## config.mk

```make
export PLATFORM = sky130hd
export DESIGN_NAME = tty_dbg_tx
export DESIGN_NICKNAME = d
export VERILOG_FILES = /design/src/rtl/tty_dbg_tx.sv
export SDC_FILE = /design/constraint.sdc
export NUM_CORES = 1
export LEC_CHECK = 0
export ABC_AREA = 0
export BUFFER_PORTS_ARGS = -buffer_cell sky130_fd_sc_hd__buf_2
export CORE_MARGIN = 5
export CORE_UTILIZATION = 45
export CTS_CLUSTER_SIZE = 20
export DETAILED_ROUTE_END_ITERATION = 16
export SLEW_MARGIN = 40
export SYNTH_ARGS = -nofsm -noshare
export SYNTH_HDL_FRONTEND = slang
export SYNTH_SLANG_ARGS = --single-unit
```

## constraint.sdc

```tcl
create_clock -name sys_clk_p -period 3.45 [get_ports sys_clk_p]
set_input_delay 0.5175 -clock sys_clk_p [delete_from_list [all_inputs] [get_ports sys_clk_p]]
set_output_delay 0.5175 -clock sys_clk_p [all_outputs]
set_load 0.1 [all_outputs]
```

## src/rtl/tty_dbg_tx.sv

```systemverilog
// Debug tty byte sink: strobed bytes are queued in a small FIFO and sent 8N1, LSB first, on txd.
// Status outputs report dropped bytes, activity, and completion after an end request.
`timescale 1ns/1ps
module tty_dbg_tx #(
  parameter int unsigned CLK_HZ   = 54000000,
  parameter int unsigned BAUD     = 115200,
  parameter int unsigned FIFO_LOG = 4
) (
  input  logic       sys_clk_p,
  input  logic       sys_rst,
  input  logic       tty_stb,
  input  logic [7:0] tty_dat,
  input  logic       tty_end,
  output logic       txd,
  output logic       ovf,
  output logic       busy,
  output logic       done
);
  localparam int unsigned DIV   = (CLK_HZ + BAUD / 2) / BAUD;
  localparam int unsigned DEPTH = 1 << FIFO_LOG;
  localparam int unsigned CW    = $clog2(DIV);
  localparam int unsigned CNTW  = FIFO_LOG + 1;
  localparam logic [CW-1:0]   CNT_TOP  = CW'(DIV - 1);
  localparam logic [CNTW-1:0] FULL_CNT = CNTW'(DEPTH);

  typedef enum logic [1:0] {IDLE, START, DATA, STOP} state_t;

  state_t              state, state_n;
  logic [CW-1:0]       cnt, cnt_n;
  logic [2:0]          bit_idx, bit_n;
  logic [7:0]          sh, sh_n;
  logic                pop, push, full, txd_n, end_req;
  logic [7:0]          mem [DEPTH];
  logic [FIFO_LOG-1:0] wr_ptr, rd_ptr;
  logic [CNTW-1:0]     count;

  assign full = (count == FULL_CNT);
  assign push = tty_stb & ~end_req & ~full;

  always_ff @(posedge sys_clk_p) begin
    if (sys_rst) begin
      state   <= IDLE;
      cnt     <= '0;
      bit_idx <= '0;
      sh      <= '0;
      wr_ptr  <= '0;
      rd_ptr  <= '0;
      count   <= '0;
      end_req <= 1'b0;
      txd     <= 1'b1;
      ovf     <= 1'b0;
      busy    <= 1'b0;
      done    <= 1'b0;
    end else begin
      state   <= state_n;
      cnt     <= cnt_n;
      bit_idx <= bit_n;
      sh      <= sh_n;
      txd     <= txd_n;
      if (push) wr_ptr <= wr_ptr + 1'b1;
      if (pop)  rd_ptr <= rd_ptr + 1'b1;
      case ({push, pop})
        2'b10:   count <= count + 1'b1;
        2'b01:   count <= count - 1'b1;
        default: ;
      endcase
      // A full FIFO drops the byte even if a pop frees a slot on this edge.
      if (tty_stb & ~end_req & full) ovf <= 1'b1;
      if (tty_end) end_req <= 1'b1;
      busy <= (count != '0) || (state != IDLE);
      if (end_req && (count == '0) && (state == IDLE)) done <= 1'b1;
    end
  end

  always_ff @(posedge sys_clk_p) begin
    if (push) mem[wr_ptr] <= tty_dat;
  end

  always_comb begin
    state_n = state;
    cnt_n   = cnt;
    bit_n   = bit_idx;
    sh_n    = sh;
    pop     = 1'b0;
    case (state)
      IDLE: begin
        if (count != '0) begin
          pop     = 1'b1;
          sh_n    = mem[rd_ptr];
          cnt_n   = CNT_TOP;
          bit_n   = '0;
          state_n = START;
        end
      end
      START: begin
        if (cnt == '0) begin
          cnt_n   = CNT_TOP;
          state_n = DATA;
        end else begin
          cnt_n = cnt - 1'b1;
        end
      end
      DATA: begin
        if (cnt == '0) begin
          cnt_n = CNT_TOP;
          sh_n  = sh >> 1;
          bit_n = bit_idx + 1'b1;
          if (bit_idx == 3'd7) state_n = STOP;
        end else begin
          cnt_n = cnt - 1'b1;
        end
      end
      STOP: begin
        if (cnt == '0) begin
          // Chain straight into the next start bit so queued frames have no idle gap.
          if (count != '0) begin
            pop     = 1'b1;
            sh_n    = mem[rd_ptr];
            cnt_n   = CNT_TOP;
            bit_n   = '0;
            state_n = START;
          end else begin
            state_n = IDLE;
          end
        end else begin
          cnt_n = cnt - 1'b1;
        end
      end
      default: state_n = IDLE;
    endcase
  end

  // Line level is derived from the next state so txd itself is a plain register.
  always_comb begin
    txd_n = 1'b1;
    case (state_n)
      START:   txd_n = 1'b0;
      DATA:    txd_n = sh_n[0];
      default: txd_n = 1'b1;
    endcase
  end
endmodule

```

; ---- Yosys cells after proc, flatten, opt, wreduce, memory -nomap -nowiden
; Memories as Yosys holds them, arrays and structs flattened. A register that Yosys moved wholly into a read port is not among the register bits.
; Cells that the tools add are included.
[word_totals]
out_inout_bits = 4
word_cells = 76
ram_bits = 128
input_bits = 12
memories = 1
reg_bits = 40
[mem_list]
columns = name, words, word_bits, read_ports, rd_clocked_by_memory_dff, write_ports, line_no
row1 = mem, 16, 8, 1, 1, 1, 33  ; logic [7:0] mem [DEPTH];
[classes]
reduce_logical = 12
n_mux = 28
addsub = 6
bitwise = 5
eq_ne = 11
[ops]
columns = op, count
row1 = 9-bit two-way mux, 3
row2 = 9-bit one-hot mux with 3 select lines, 1
row3 = 8-bit two-way mux, 3
row4 = 8-bit one-hot mux with 3 select lines, 1
row5 = 2-bit two-way mux, 5
row6 = 5-bit one-hot mux with 2 select lines, 1
row7 = 9-bit logical NOT, 1
row8 = 3-bit two-way mux, 3
row9 = 3-bit one-hot mux with 3 select lines, 1
row10 = 9-bit by 1-bit subtractor with 9-bit output (second input constant), 1
row11 = 4-bit by 1-bit adder with 4-bit output (second input constant), 2
row12 = 2-bit == test (second input constant), 4
row13 = 4-bit two-way mux, 2
row14 = 2-bit one-hot mux with 4 select lines, 1
row15 = 2-bit by 1-bit == test with 1-bit output (second input constant), 3
row16 = 5-bit by 1-bit adder with 5-bit output (second input constant), 1
row17 = 5-bit == test (second input constant), 1
row18 = 5-bit logical NOT, 1
row19 = 1-bit two-way mux, 5
row20 = 5-bit nonzero test, 1
row21 = 5-bit by 1-bit subtractor with 5-bit output (second input constant), 1
row22 = 2-bit inequality test (second input constant), 2
row23 = 1-bit one-hot mux with 2 select lines, 2
row24 = 2-bit nonzero test, 2
row25 = 10 further kinds, 14

; ---- Logic depth before layout (Yosys ltp)
[logic_depth]
depth_word = 6
depth_mapped = 14
depth_no_buf = 13

; ---- Least setup slack after synthesis
; OpenSTA, ideal clock, no wires.
[synth_path]
path_type = reg-to-reg
startpoint = register cnt[0]
endpoint = register count[4]
required_time_ps = 3329
setup_ps = 121
arrival_ps = 3253
path_buffers = 1
slack_ps = 76
path_stages_with_launch = 15
synth_period_minus_slack_ps = 3374
cell_sequence = dfxtp_1 inv_1 ha_1 nor3b_2 a41oi_1 nor3_2 ha_1 clkbuf_1 xor2_1 ha_1 and2_1 a221oi_1 nand4_1 a21oi_1 mux2_2
[synth_between]
elab_chain_cells = 5
word_cells_on_any_way = 7
cone_classes = 2 x eq/ne / 3 x mux / 2 x reduce/logical
[synth_rtl]
columns = item, line_no
row1 = start: declaration, 29  ; logic [CW-1:0] cnt, cnt_n;
row2 = start signal: assignment, 56  ; cnt <= cnt_n;
row3 = 9-bit logical NOT *, 114  ; if (cnt == '0) begin
row4 = 1-bit two-way mux *, 114
row5 = 1-bit one-hot mux with 2 select lines *, 85  ; case (state)
row6 = via pop, 32  ; logic pop, push, full, txd_n, end_req;
row7 = 2-bit by 1-bit == test with 1-bit output / 2-bit == test (equally long branches), 62  ; case ({push, pop})
row8 = 5-bit one-hot mux with 2 select lines / 2-bit nonzero test (equally long branches), n/a
row9 = end signal: assignment, 63  ; 2'b10: count <= count + 1'b1;
row10 = end signal: assignment, 64  ; 2'b01: count <= count - 1'b1;
row11 = end: declaration, 35  ; logic [CNTW-1:0] count;
; The timed path passes the listed nets; every way through them passes the cells marked *.
; A chain may end at the register's enable or synchronous reset.

; ---- Final worst setup path
[layout_path]
startpoint = register cnt[1]
endpoint = register count[4]
; The elaborated chain is that of the path after synthesis.

==> results.json <==
{
  "status": "complete, no violations",
  "r2r-start": "cnt[1]$_SDFF_PP0_",
  "die_w_um": 138.1,
  "seq_power_share": 0.405,
  "grt_start_max_net_pins": 21,
  "ir_drop_uv": 462.7,
  "finalMaxSlewViolations": 0,
  "drive_gt1_frac": 0.2220,
  "maxCapViolCount": 0,
  "power_frac_comb": 0.312,
  "io_pins": 16,
  "finalClockSkew_ps": 10.46,
  "r2r_setup_slack_ps": 290,
  "track_usage": 0.1591,
  "p_per_area_nw_per_um2": 759.7,
  "cts_root_buffer": "clkbuf_16",
  "rows": 46,
  "postLayoutCoreUtil": 0.5242,
  "fmax_mhz": 316.5,
  "dp_hpwl_um": 9981,
  "ys_top_cells_by_area": "edfxtp_1 (52%), dfxtp_1 (12%), mux4_2 (9.1%), ha_1 (2.7%), nor2_1 (2.5%)",
  "hold_viol": 0,
  "die-area_um2": 19080,
  "path_delay_family": "simple AND/OR/NAND/NOR gates",
  "crit_path_start_kind": "flop",
  "multi_input_area_um2": 2501,
  "p_leak_nw": 2.797,
  "regArea_um2": 4726,
  "slowest_delay_ps": 340,
  "grt_pass1_wl_um": 23680,
  "critPathArrivalTime_ps": 3470,
  "globalplace.congestion": 0.8637,
  "ant_nets": 0,
  "required_ps": 3770,
  "cp-startpoint": "cnt[1]$_SDFF_PP0_",
  "period_minus_slack_ps": 3159,
  "clock_path_buffers": 2,
  "wirelength_um": 14870,
  "grt_pass1_vias": 4342,
  "path_max_fanout": 11,
  "layout_common_cells": "edfxtp_1 (128), nor2_1 (45), dfxtp_1 (43)",
  "switching_share": 0.3401,
  "power.internal_w": 0.004205,
  "synthFlopType": "edfxtp_1",
  "slew_headroom": 0.4845,
  "first_pass_iters": 5,
  "antenna_found_initial": 0,
  "vias_per_cell": 5.644,
  "drt_iter0_drc": 303,
  "synth_top_area_frac": 0.5201,
  "synth-seq-cells": 172,
  "vias": 4295,
  "final_common_cell": "edfxtp_1",
  "end_kind": "flop",
  "synth-edff-count": 128,
  "hold_path.class": "in2reg",
  "tightest_slew_ps": 770.4,
  "crit_end": "count[4]$_SDFFE_PP0P_",
  "seq_area_frac_synth": 0.6393,
  "initial_core_util": 0.4618,
  "syn_inst": 500,
  "fill_cells": 1368,
  "netSwitchingPower_w": 0.002167,
  "critPathKind": "reg2reg",
  "ys_types": 64,
  "drt-wirelength-per-cell_um": 19.54,
  "syn_area_um2": 7390,
  "hold-worst-slack_ps": 313.3,
  "crit_path_top_delay_cell": "mux2_2",
  "core_area_um2": 16000,
  "tns_ps": 0,
  "cts.clk_slew.worst_paths_ps": 70,
  "antenna_cells": 0,
  "port_buffers": 15,
  "clock-sinks": 172,
  "synth-async-reset-ratio": 0,
  "final.period_utilization": 0.9157,
  "numCtsBuffers": 17,
  "clockPowerShare": 0.283,
  "clock_latency_ps": 430,
  "synth_fp_nets": 528,
  "ys_warn_count": 0,
  "htree_levels": 4,
  "critical_path.most_common_cell": "ha_1",
  "syn_to_final_growth_pct": 13.51,
  "yosysTopAreaCell": "edfxtp_1",
  "path_cells": "inv_1 -> ha_1 -> nor3b_2 -> a41oi_1 -> nor3_2 -> ha_4 -> xor2_1 -> ha_1 -> and2_1 -> a221oi_1 -> nand4_1 -> a21oi_1 -> mux2_2",
  "r2r_end": "count[4]$_SDFFE_PP0P_",
  "syn_avg_cell_area_um2": 14.78,
  "die_h_um": 138.1,
  "cp_num_cells": 13,
  "final-setup-viol-count": 0,
  "gr-total-overflow": 0,
  "drc": 0,
  "reg2regPathDepth": 13,
  "cts_tree": "yes",
  "crit_buf_inv": 1,
  "nets": 560
}
## repair_timing
action                                  in CTS  in global routing
endpoints found under the setup margin       0                  1
buffers inserted                             0                  1
resized for setup                            0                  2
hold buffers                                 0                  0
## worst min-delay path, stage by stage
cell and delay, ps:
buf_2 80, nor2_1 30, nor2_1 80
## power by group through the flow
stage | clock [W] | sequential, W | combinational (W)
after floorplan | 0 | 0.00262 | 0.00140
after global placement | 0 | 0.00262 | 0.00190
after detailed placement | 0 | 0.00263 | 0.00193
after CTS | 0.00184 | 0.00258 | 0.00194
after global routing | 0.00193 | 0.00261 | 0.00219
final | 0.00180 | 0.00258 | 0.00199
## cells by family (layout without fill, tap and decap cells)
logic type               after synthesis  after routing  synth area share
multiplexers                          49             49            0.1312
flip-flops                           172            172            0.6393
AO/OA/AOI/OAI                         82             82           0.07586
buffers and inverters                 42             87           0.02557
adder cells (fa/ha/maj)               16             16           0.02709
XOR/XNOR                              10             10           0.01185
AND/OR/NAND/NOR                      129            129           0.08906
## registers in the layout, summed over array words and instances (netlist names), 2 cells and up, named ones only
register  flops
state         2
mem         128
rd_ptr        4
wr_ptr        4
cnt           9
bit_idx       3
count         5
sh            8
## cell usage after synthesis (2+ instances only)
cell type    n
edfxtp_1   128
nor2_1      50
dfxtp_1     44
mux4_2      30
a21oi_1     26
nand2_1     19
ha_1        16
clkbuf_1    15
inv_1       15
nor3_1      14
o21ai_0     13
mux2i_1      8
xor2_1       7
buf_2        6
mux4_1       6
a221o_1      5
and2_1       5
mux2_2       5
nand3_1      5
nor4_1       5
a31oi_1      4
a41oi_1      4
buf_1        4
nand4_1      4
nor2b_1      4
a211oi_1     3
a221oi_1     3
a32oi_1      3
and3_1       3
xnor2_1      3
a21o_1       2
a31o_2       2
nand2b_1     2
nand3b_1     2
nor3b_1      2
nor4b_1      2
o2111ai_1    2
o221ai_1     2
or3_1        2
## how the worst min path moves through the flow
| stage | from | end | slack (ps) | cells after the start |
|---|---|---|---|---|
| global route | tty_end | end_req$_SDFFE_PP0P_ | 330 | 3 |
| CTS | tty_end | end_req$_SDFFE_PP0P_ | 300 | 3 |
| finish | tty_end | end_req$_SDFFE_PP0P_ | 310 | 3 |
| detailed placement | ovf$_SDFFE_PP0P_ | ovf$_SDFFE_PP0P_ | 450 | 2 |
| floorplan | bit_idx[1]$_SDFFE_PP0P_ | bit_idx[1]$_SDFFE_PP0P_ | 440 | 2 |
| global placement | ovf$_SDFFE_PP0P_ | ovf$_SDFFE_PP0P_ | 440 | 2 |
## metrics by stage
step | worst slack [ps] | area, um^2 | total power, W | instances
floorplan | 76.17 | 7390 | 0.004024 | 500
global placement | 332.6 | 7796 | 0.004516 | 728
detailed placement | 223.5 | 7806 | 0.004553 | 728
CTS | 161.9 | 8366 | 0.006360 | 760
global route | -11.59 | 8388 | 0.006724 | 761
finish | 290.9 | 8388 | 0.006372 | 761
## layout make-up
type                            count  area share
Clock inverter                     15     0.01596
Tap cell                          216     0.03222
Timing Repair Buffer               40     0.03282
Clock buffer                       17     0.05072
Inverter                           15    0.006712
Multi-Input combinational cell    286      0.2982
Sequential cell                   172      0.5634
## per-layer routing
metal  vias up  share of wire  GRT usage
li1       2031              -          -
met1      2142           0.44     0.2050
met2       111           0.51     0.2700
met3        11          0.041    0.03828
met4         0         0.0091    0.04576
met5         -              0          0
(Power assumes the default switching activity.)
